--- config.mk ---
export PLATFORM = sky130hd
export DESIGN_NAME = cmd_dispatcher_flat
export DESIGN_NICKNAME = d
export VERILOG_FILES = /design/src/rtl/cmd_dispatcher_if.sv /design/src/rtl/cmd_dispatcher.sv /design/src/flat_wrapper.sv
export SDC_FILE = /design/constraint.sdc
export NUM_CORES = 1
export LEC_CHECK = 0
export BUFFER_PORTS_ARGS = -buffer_cell sky130_fd_sc_hd__buf_2
export CORE_MARGIN = 2
export CORE_UTILIZATION = 54
export CTS_BUF_LIST = sky130_fd_sc_hd__clkbuf_8 sky130_fd_sc_hd__clkbuf_16
export CTS_CLUSTER_DIAMETER = 200
export CTS_CLUSTER_SIZE = 14
export DETAILED_ROUTE_END_ITERATION = 8
export HOLD_SLACK_MARGIN = 0.05
export PLACE_DENSITY = 0.95
export SYNTH_ARGS = -nofsm -noshare
export SYNTH_HDL_FRONTEND = slang
export SYNTH_SLANG_ARGS = --single-unit
--- constraint.sdc ---
create_clock -name clk -period 4.4 [get_ports clk]
set_input_delay 0 -clock clk [delete_from_list [all_inputs] [get_ports clk]]
set_output_delay 0 -clock clk [all_outputs]
set_load 0.02 [all_outputs]
--- src/rtl/cmd_dispatcher_if.sv ---
// Byte-in / command-out bundle of the UART command dispatcher.
// The master modport is the dispatcher side; the slave modport is the
// environment (UART receiver plus command backend).
interface cmd_dispatcher_if #(
    parameter int unsigned NUM_CMDS      = 4,
    parameter int unsigned PAYLOAD_BYTES = 8
);
    logic [7:0]                 rx_data;
    logic                       rx_valid;
    logic [NUM_CMDS-1:0]        cmd_valid;
    logic                       cmd_ready;
    logic [8*PAYLOAD_BYTES-1:0] cmd_payload;
    logic [7:0]                 cmd_opcode;
    logic                       busy;
    logic                       err_opcode;
    logic                       err_overrun;
    logic                       err_timeout;

    modport master (
        input  rx_data, rx_valid, cmd_ready,
        output cmd_valid, cmd_payload, cmd_opcode, busy,
        output err_opcode, err_overrun, err_timeout
    );

    modport slave (
        output rx_data, rx_valid, cmd_ready,
        input  cmd_valid, cmd_payload, cmd_opcode, busy,
        input  err_opcode, err_overrun, err_timeout
    );
endinterface

--- src/rtl/cmd_dispatcher.sv ---
// Assembles UART bytes into command frames: one opcode byte followed by
// PAYLOAD_BYTES payload bytes, then presents the frame on a one-hot
// cmd_valid until the backend accepts it.
// Optional feature: define CMD_DISPATCHER_TIMEOUT_EN to abort a partial frame
// after TIMEOUT_CYCLES clocks without a byte.
module cmd_dispatcher #(
    parameter int unsigned NUM_CMDS       = 4,
    parameter int unsigned PAYLOAD_BYTES  = 8,
    parameter int unsigned TIMEOUT_CYCLES = 65536
) (
    input logic              clk,
    input logic              rst_n,
    cmd_dispatcher_if.master bus
);
    localparam int unsigned PayloadW = 8 * PAYLOAD_BYTES;
    localparam int unsigned CntW     = $clog2(PAYLOAD_BYTES + 1);
    localparam logic [CntW-1:0] LastCnt = CntW'(PAYLOAD_BYTES - 1);

    if (NUM_CMDS < 2 || NUM_CMDS > 16) begin : g_bad_num_cmds
        $error("NUM_CMDS must be in 2..16");
    end
    if (PAYLOAD_BYTES < 1 || PAYLOAD_BYTES > 32) begin : g_bad_payload_bytes
        $error("PAYLOAD_BYTES must be in 1..32");
    end
    if (TIMEOUT_CYCLES < 2) begin : g_bad_timeout
        $error("TIMEOUT_CYCLES must be at least 2");
    end

    typedef enum logic [1:0] {
        StIdle     = 2'd0,
        StCollect  = 2'd1,
        StDispatch = 2'd2
    } state_e;

    state_e              state_q, state_d;
    logic [7:0]          opcode_q, opcode_d;
    logic [PayloadW-1:0] payload_q, payload_d, payload_shift;
    logic [CntW-1:0]     cnt_q, cnt_d;
    logic                err_opcode_q, err_opcode_d;
    logic                err_overrun_q, err_overrun_d;
    logic                opcode_legal;
    logic                tmo_expire;

    assign opcode_legal = bus.rx_data < 8'(NUM_CMDS);

    // First received byte ends up in the most significant byte.
    if (PAYLOAD_BYTES > 1) begin : g_shift
        assign payload_shift = {payload_q[PayloadW-9:0], bus.rx_data};
    end else begin : g_no_shift
        assign payload_shift = bus.rx_data;
    end

    // Next-state and datapath decode.
    always_comb begin
        state_d       = state_q;
        opcode_d      = opcode_q;
        payload_d     = payload_q;
        cnt_d         = cnt_q;
        err_opcode_d  = 1'b0;
        err_overrun_d = 1'b0;
        unique case (state_q)
            StIdle: begin
                if (bus.rx_valid) begin
                    if (opcode_legal) begin
                        opcode_d = bus.rx_data;
                        cnt_d    = '0;
                        state_d  = StCollect;
                    end else begin
                        err_opcode_d = 1'b1;
                    end
                end
            end
            StCollect: begin
                // Expiry wins over a byte arriving in the same cycle.
                if (tmo_expire) begin
                    payload_d = '0;
                    cnt_d     = '0;
                    state_d   = StIdle;
                end else if (bus.rx_valid) begin
                    payload_d = payload_shift;
                    cnt_d     = cnt_q + 1'b1;
                    if (cnt_q == LastCnt) begin
                        state_d = StDispatch;
                    end
                end
            end
            StDispatch: begin
                if (bus.cmd_ready) begin
                    state_d = StIdle;
                    // A byte in the retire cycle starts the next frame.
                    if (bus.rx_valid) begin
                        if (opcode_legal) begin
                            opcode_d = bus.rx_data;
                            cnt_d    = '0;
                            state_d  = StCollect;
                        end else begin
                            err_opcode_d = 1'b1;
                        end
                    end
                end else if (bus.rx_valid) begin
                    err_overrun_d = 1'b1;
                end
            end
            default: state_d = StIdle;
        endcase
    end

    // State and datapath registers with synchronous reset.
    always_ff @(posedge clk) begin
        if (!rst_n) begin
            state_q       <= StIdle;
            opcode_q      <= '0;
            payload_q     <= '0;
            cnt_q         <= '0;
            err_opcode_q  <= 1'b0;
            err_overrun_q <= 1'b0;
        end else begin
            state_q       <= state_d;
            opcode_q      <= opcode_d;
            payload_q     <= payload_d;
            cnt_q         <= cnt_d;
            err_opcode_q  <= err_opcode_d;
            err_overrun_q <= err_overrun_d;
        end
    end

`ifdef CMD_DISPATCHER_TIMEOUT_EN
    localparam int unsigned TmoW = $clog2(TIMEOUT_CYCLES);
    localparam logic [TmoW-1:0] TmoLast = TmoW'(TIMEOUT_CYCLES - 1);

    logic [TmoW-1:0] tmo_q, tmo_d;
    logic            err_timeout_q;

    assign tmo_expire = (state_q == StCollect) && (tmo_q == TmoLast);

    // Count idle COLLECT cycles; a byte, entry or exit restarts from zero.
    always_comb begin
        tmo_d = '0;
        if (state_q == StCollect && state_d == StCollect && !bus.rx_valid) begin
            tmo_d = tmo_q + 1'b1;
        end
    end

    // Timeout counter and its error pulse.
    always_ff @(posedge clk) begin
        if (!rst_n) begin
            tmo_q         <= '0;
            err_timeout_q <= 1'b0;
        end else begin
            tmo_q         <= tmo_d;
            err_timeout_q <= tmo_expire;
        end
    end

    assign bus.err_timeout = err_timeout_q;
`else
    // COLLECT waits indefinitely for the rest of the frame.
    assign tmo_expire      = 1'b0;
    assign bus.err_timeout = 1'b0;
`endif

    assign bus.cmd_valid   = (state_q == StDispatch) ? (NUM_CMDS'(1) << opcode_q) : '0;
    assign bus.cmd_payload = payload_q;
    assign bus.cmd_opcode  = opcode_q;
    assign bus.busy        = (state_q != StIdle);
    assign bus.err_opcode  = err_opcode_q;
    assign bus.err_overrun = err_overrun_q;
endmodule

--- src/flat_wrapper.sv ---
// flat-port wrapper written by rule: the top's interface ports become plain ports
module cmd_dispatcher_flat 
#(
    parameter int unsigned NUM_CMDS       = 4,
    parameter int unsigned PAYLOAD_BYTES  = 8,
    parameter int unsigned TIMEOUT_CYCLES = 65536
)
  (clk, rst_n, bus_rx_data, bus_rx_valid, bus_cmd_ready, bus_cmd_valid, bus_cmd_payload, bus_cmd_opcode, bus_busy, bus_err_opcode, bus_err_overrun, bus_err_timeout);
  cmd_dispatcher_if #(.NUM_CMDS(NUM_CMDS), .PAYLOAD_BYTES(PAYLOAD_BYTES)) bus_i ();
  input logic clk;
  input logic rst_n;
  input wire logic [$bits(bus_i.rx_data)-1:0] bus_rx_data;
  input wire logic [$bits(bus_i.rx_valid)-1:0] bus_rx_valid;
  input wire logic [$bits(bus_i.cmd_ready)-1:0] bus_cmd_ready;
  output wire logic [$bits(bus_i.cmd_valid)-1:0] bus_cmd_valid;
  output wire logic [$bits(bus_i.cmd_payload)-1:0] bus_cmd_payload;
  output wire logic [$bits(bus_i.cmd_opcode)-1:0] bus_cmd_opcode;
  output wire logic [$bits(bus_i.busy)-1:0] bus_busy;
  output wire logic [$bits(bus_i.err_opcode)-1:0] bus_err_opcode;
  output wire logic [$bits(bus_i.err_overrun)-1:0] bus_err_overrun;
  output wire logic [$bits(bus_i.err_timeout)-1:0] bus_err_timeout;
  assign bus_i.rx_data = bus_rx_data;
  assign bus_i.rx_valid = bus_rx_valid;
  assign bus_i.cmd_ready = bus_cmd_ready;
  assign bus_cmd_valid = bus_i.cmd_valid;
  assign bus_cmd_payload = bus_i.cmd_payload;
  assign bus_cmd_opcode = bus_i.cmd_opcode;
  assign bus_busy = bus_i.busy;
  assign bus_err_opcode = bus_i.err_opcode;
  assign bus_err_overrun = bus_i.err_overrun;
  assign bus_err_timeout = bus_i.err_timeout;
  cmd_dispatcher #(.NUM_CMDS(NUM_CMDS), .PAYLOAD_BYTES(PAYLOAD_BYTES), .TIMEOUT_CYCLES(TIMEOUT_CYCLES)) u_core (.clk(clk), .rst_n(rst_n), .bus(bus_i));
endmodule
==> impl_metrics.tcl <==
set metrics [dict create \
    synth.yosys.seq_area_share_pct 52.7 \
    path_depth 4 \
    placedCellCount 491 \
    synth_edf_count 0 \
    rsz0062_at_grt "no" \
    tritoncts "yes" \
    grt_overflow_total 0 \
    setup_viol 0 \
    viasPerCell 5.11 \
    p_total_mw 1.31 \
    syn_area_per_cell_sq_um 8.61 \
    worstMarginPinSlew_ns 1.14 \
    num_vias 2649 \
    total_leakage_power_nw 1.62 \
    drt_first_pass_iters 4 \
    syn_area_sq_um 3040 \
    die_w_microns 79.0 \
    place_area_sq_um 3480 \
    worst_path_max_delay_cell "or4_1" \
    hold_ws_ns 0.413 \
    timing.critical_path.mode_cell "or4_1" \
    ant_nets 0 \
    finalInstanceArea_sq_um 3800 \
    skew_ns 0.00875 \
    ys.flop_type "dfxtp_1" \
    ctsResizeCount 0 \
    synth-seq-cells 80 \
    cts_root_buf "clkbuf_8" \
    avgRoutedWirePerCell_microns 13.1 \
    clock-sinks 80 \
    min_period_ns 2.13 \
    synth_nets 366 \
    arrival_ns 2.13 \
    row_count 27 \
    ys_types 34 \
    io_buffers 90 \
    hold_end "u_core.bus.cmd_opcode[0]" \
    hold_viol 0 \
    yosys-top-cells-area "dfxtp_1 (53%), nand2_1 (17%), a21boi_0 (16%), clkbuf_1 (2.5%), and3_2 (1.5%)" \
    drv_slew 0 \
    fmax_mhz 469 \
    start_util_pct 55.5 \
    holdPathStages 3 \
    gp_congestion 0.740 \
    io_pins 92 \
    coreArea_sq_um 5470 \
    drcViolationCount 0 \
    grt_max_degree 86 \
    vdd_drop_max_v 0.000228 \
    critPathMaxStageDelay_ns 0.55 \
    drt_first_iter_violations 168 \
    cts_buffers 9 \
    cap_violations 0 \
    cts_max_level 3 \
    cts.clk_slew.worst_paths_ns 0.08 \
    reg2reg_slack_ns 2.53 \
    setup_ws_ns 2.27 \
    hold_path.class "in -> reg" \
    worst_setup_path_end_kind "output port" \
    grt_antenna_before_repair 0 \
    cts_buffer_depth 2 \
    grt_pass1_vias 2362 \
    fin_setup_tns_ns 0 \
    die-area_sq_um 6240 \
    worst_ep_required_time_ns 4.40 \
    final_layout_size_suffix_gt1_share_pct 26.7 \
    drt-total-wl_microns 6760 \
    worstSetupPathType "reg -> out" \
    dp_slack_ns 2.56 \
    clk_latency_ns 0.35 \
    regToRegEndpoint "u_core.cnt_q[2]" \
    diodes 0 \
    final_cell_count_no_fill 518 \
    hpwlAfterDp_microns 4280 \
    period_share_pct 48.5 \
    synth_area_leader_cell "dfxtp_1" \
    async_reset_ff_share_pct 0 \
    grt_pass1_wl_microns 11000 \
    worst_setup_path_start_kind "register" \
    powerDensity_nw_per_um2 345 \
    syn_to_final_growth_pct 24.9 \
    fin_nets 454 \
    grt_util_all_layers_pct 22.2 \
    worstRegToRegCells 3 \
    yosysTopAreaCellShare_pct 52.7 \
    crit_fanout 4 \
    crit_family "simple AND/OR/NAND/NOR gates" \
    syn_inst 353 \
    rr_startpoint "u_core.state_q[0]" \
    path_cells "or4_1 > or4_1 > nor3_1 > buf_2" \
    die_y_microns 79.0 \
    final_util_pct 69.4 \
    critical_path_buf_inv_count 1 \
    ys_warn_count 0 \
    max_slew_margin_pct 23.7 \
    outcome "finished, final reports clean" \
    min_from "rst_n" \
]
-- area by class of cell --
class | instances | area [sq um]
Clock buffer | 9 | 124
Clock inverter | 7 | 78.8
Fill cell | 457 | 1680
Inverter | 2 | 7.51
Multi-Input combinational cell | 246 | 1330
Sequential cell | 80 | 1600
Tap cell | 72 | 90.1
Timing Repair Buffer | 102 | 568
-- logic make-up after synthesis --
kind of cell               synth area share (%)
and+or+nand+nor                            24.5
DFF                                        52.7
AOI/OAI and AO/OA                          17.9
buffers and inverters                      3.71
muxes                                     0.659
adders and majority gates                 0.412
other                                     0.123
-- how the worst max path moves through the flow --
stage | from | endpoint | slack, ns
after floorplan | u_core.bus.cmd_opcode[2] | bus_cmd_valid[0] | 2.52
after global placement | u_core.state_q[1] | u_core.cnt_q[2] | 2.57
after detailed placement | u_core.state_q[0] | u_core.cnt_q[2] | 2.56
after CTS | u_core.bus.cmd_opcode[2] | bus_cmd_valid[2] | 2.28
after global routing | u_core.bus.cmd_opcode[2] | bus_cmd_valid[2] | 2.14
final | u_core.bus.cmd_opcode[2] | bus_cmd_valid[2] | 2.27
-- Yosys cell counts, types with 3 or more instances --
library cell / number
buf_1: 3
a21boi_0: 65
clkbuf_1: 20
and3_2: 6
nand2b_1: 4
nor3_1: 7
nand2_1: 134
dfxtp_1: 80
-- routing by layer --
metal  global-route usage [%]  routed length [microns]  share of wire, %
met3                     4.32                      359               5.3
met5                        0                        0                 0
met2                     37.1                     3230                48
met4                     9.66                      124               1.8
met1                     27.9                     3050                45
-- sequential cells by signal, summed over array words and instances, names as in the netlist --
register,flops
u_core.bus.cmd_payload,64
u_core.bus.cmd_opcode,8
u_core.cnt_q,4
u_core.state_q,2
u_core.bus.err_opcode,1
u_core.bus.err_overrun,1
-- layout by cell type, fill, tap and decap left out, types with 2 or more instances in the layout --
cell / n
a21boi_0: 65
a21o_2: 2
and3_1: 2
and3_2: 6
buf_2: 90
clkbuf_8: 9
clkinvlp_4: 2
dfxtp_1: 80
dlygate4sd3_1: 11
inv_1: 2
inv_6: 2
mux2i_1: 2
nand2_1: 134
nand2b_1: 4
nand3_1: 2
nor2_1: 2
nor2b_1: 2
nor3_1: 7
or4_1: 2
-- where the power goes --
part	internal [mW]	switching, mW
logic	0.0198	0.0198
clock network	0.269	0.276
registers	0.724	0.000517
total	1.01	0.296
-- worst reg2reg max path, stage by stage, from the launching register on --
cell and delay (ns):
dfxtp_1 0.40, and3b_2 0.97, a21oi_1 0.16, a32o_1 0.23
-- repair_timing --
action / CTS / global route
setup buffers: 0 / 0
hold buffers: 11 / 0
hold endpoints to repair: 14 / 0
Note: power is estimated with default switching activity, not from simulation.
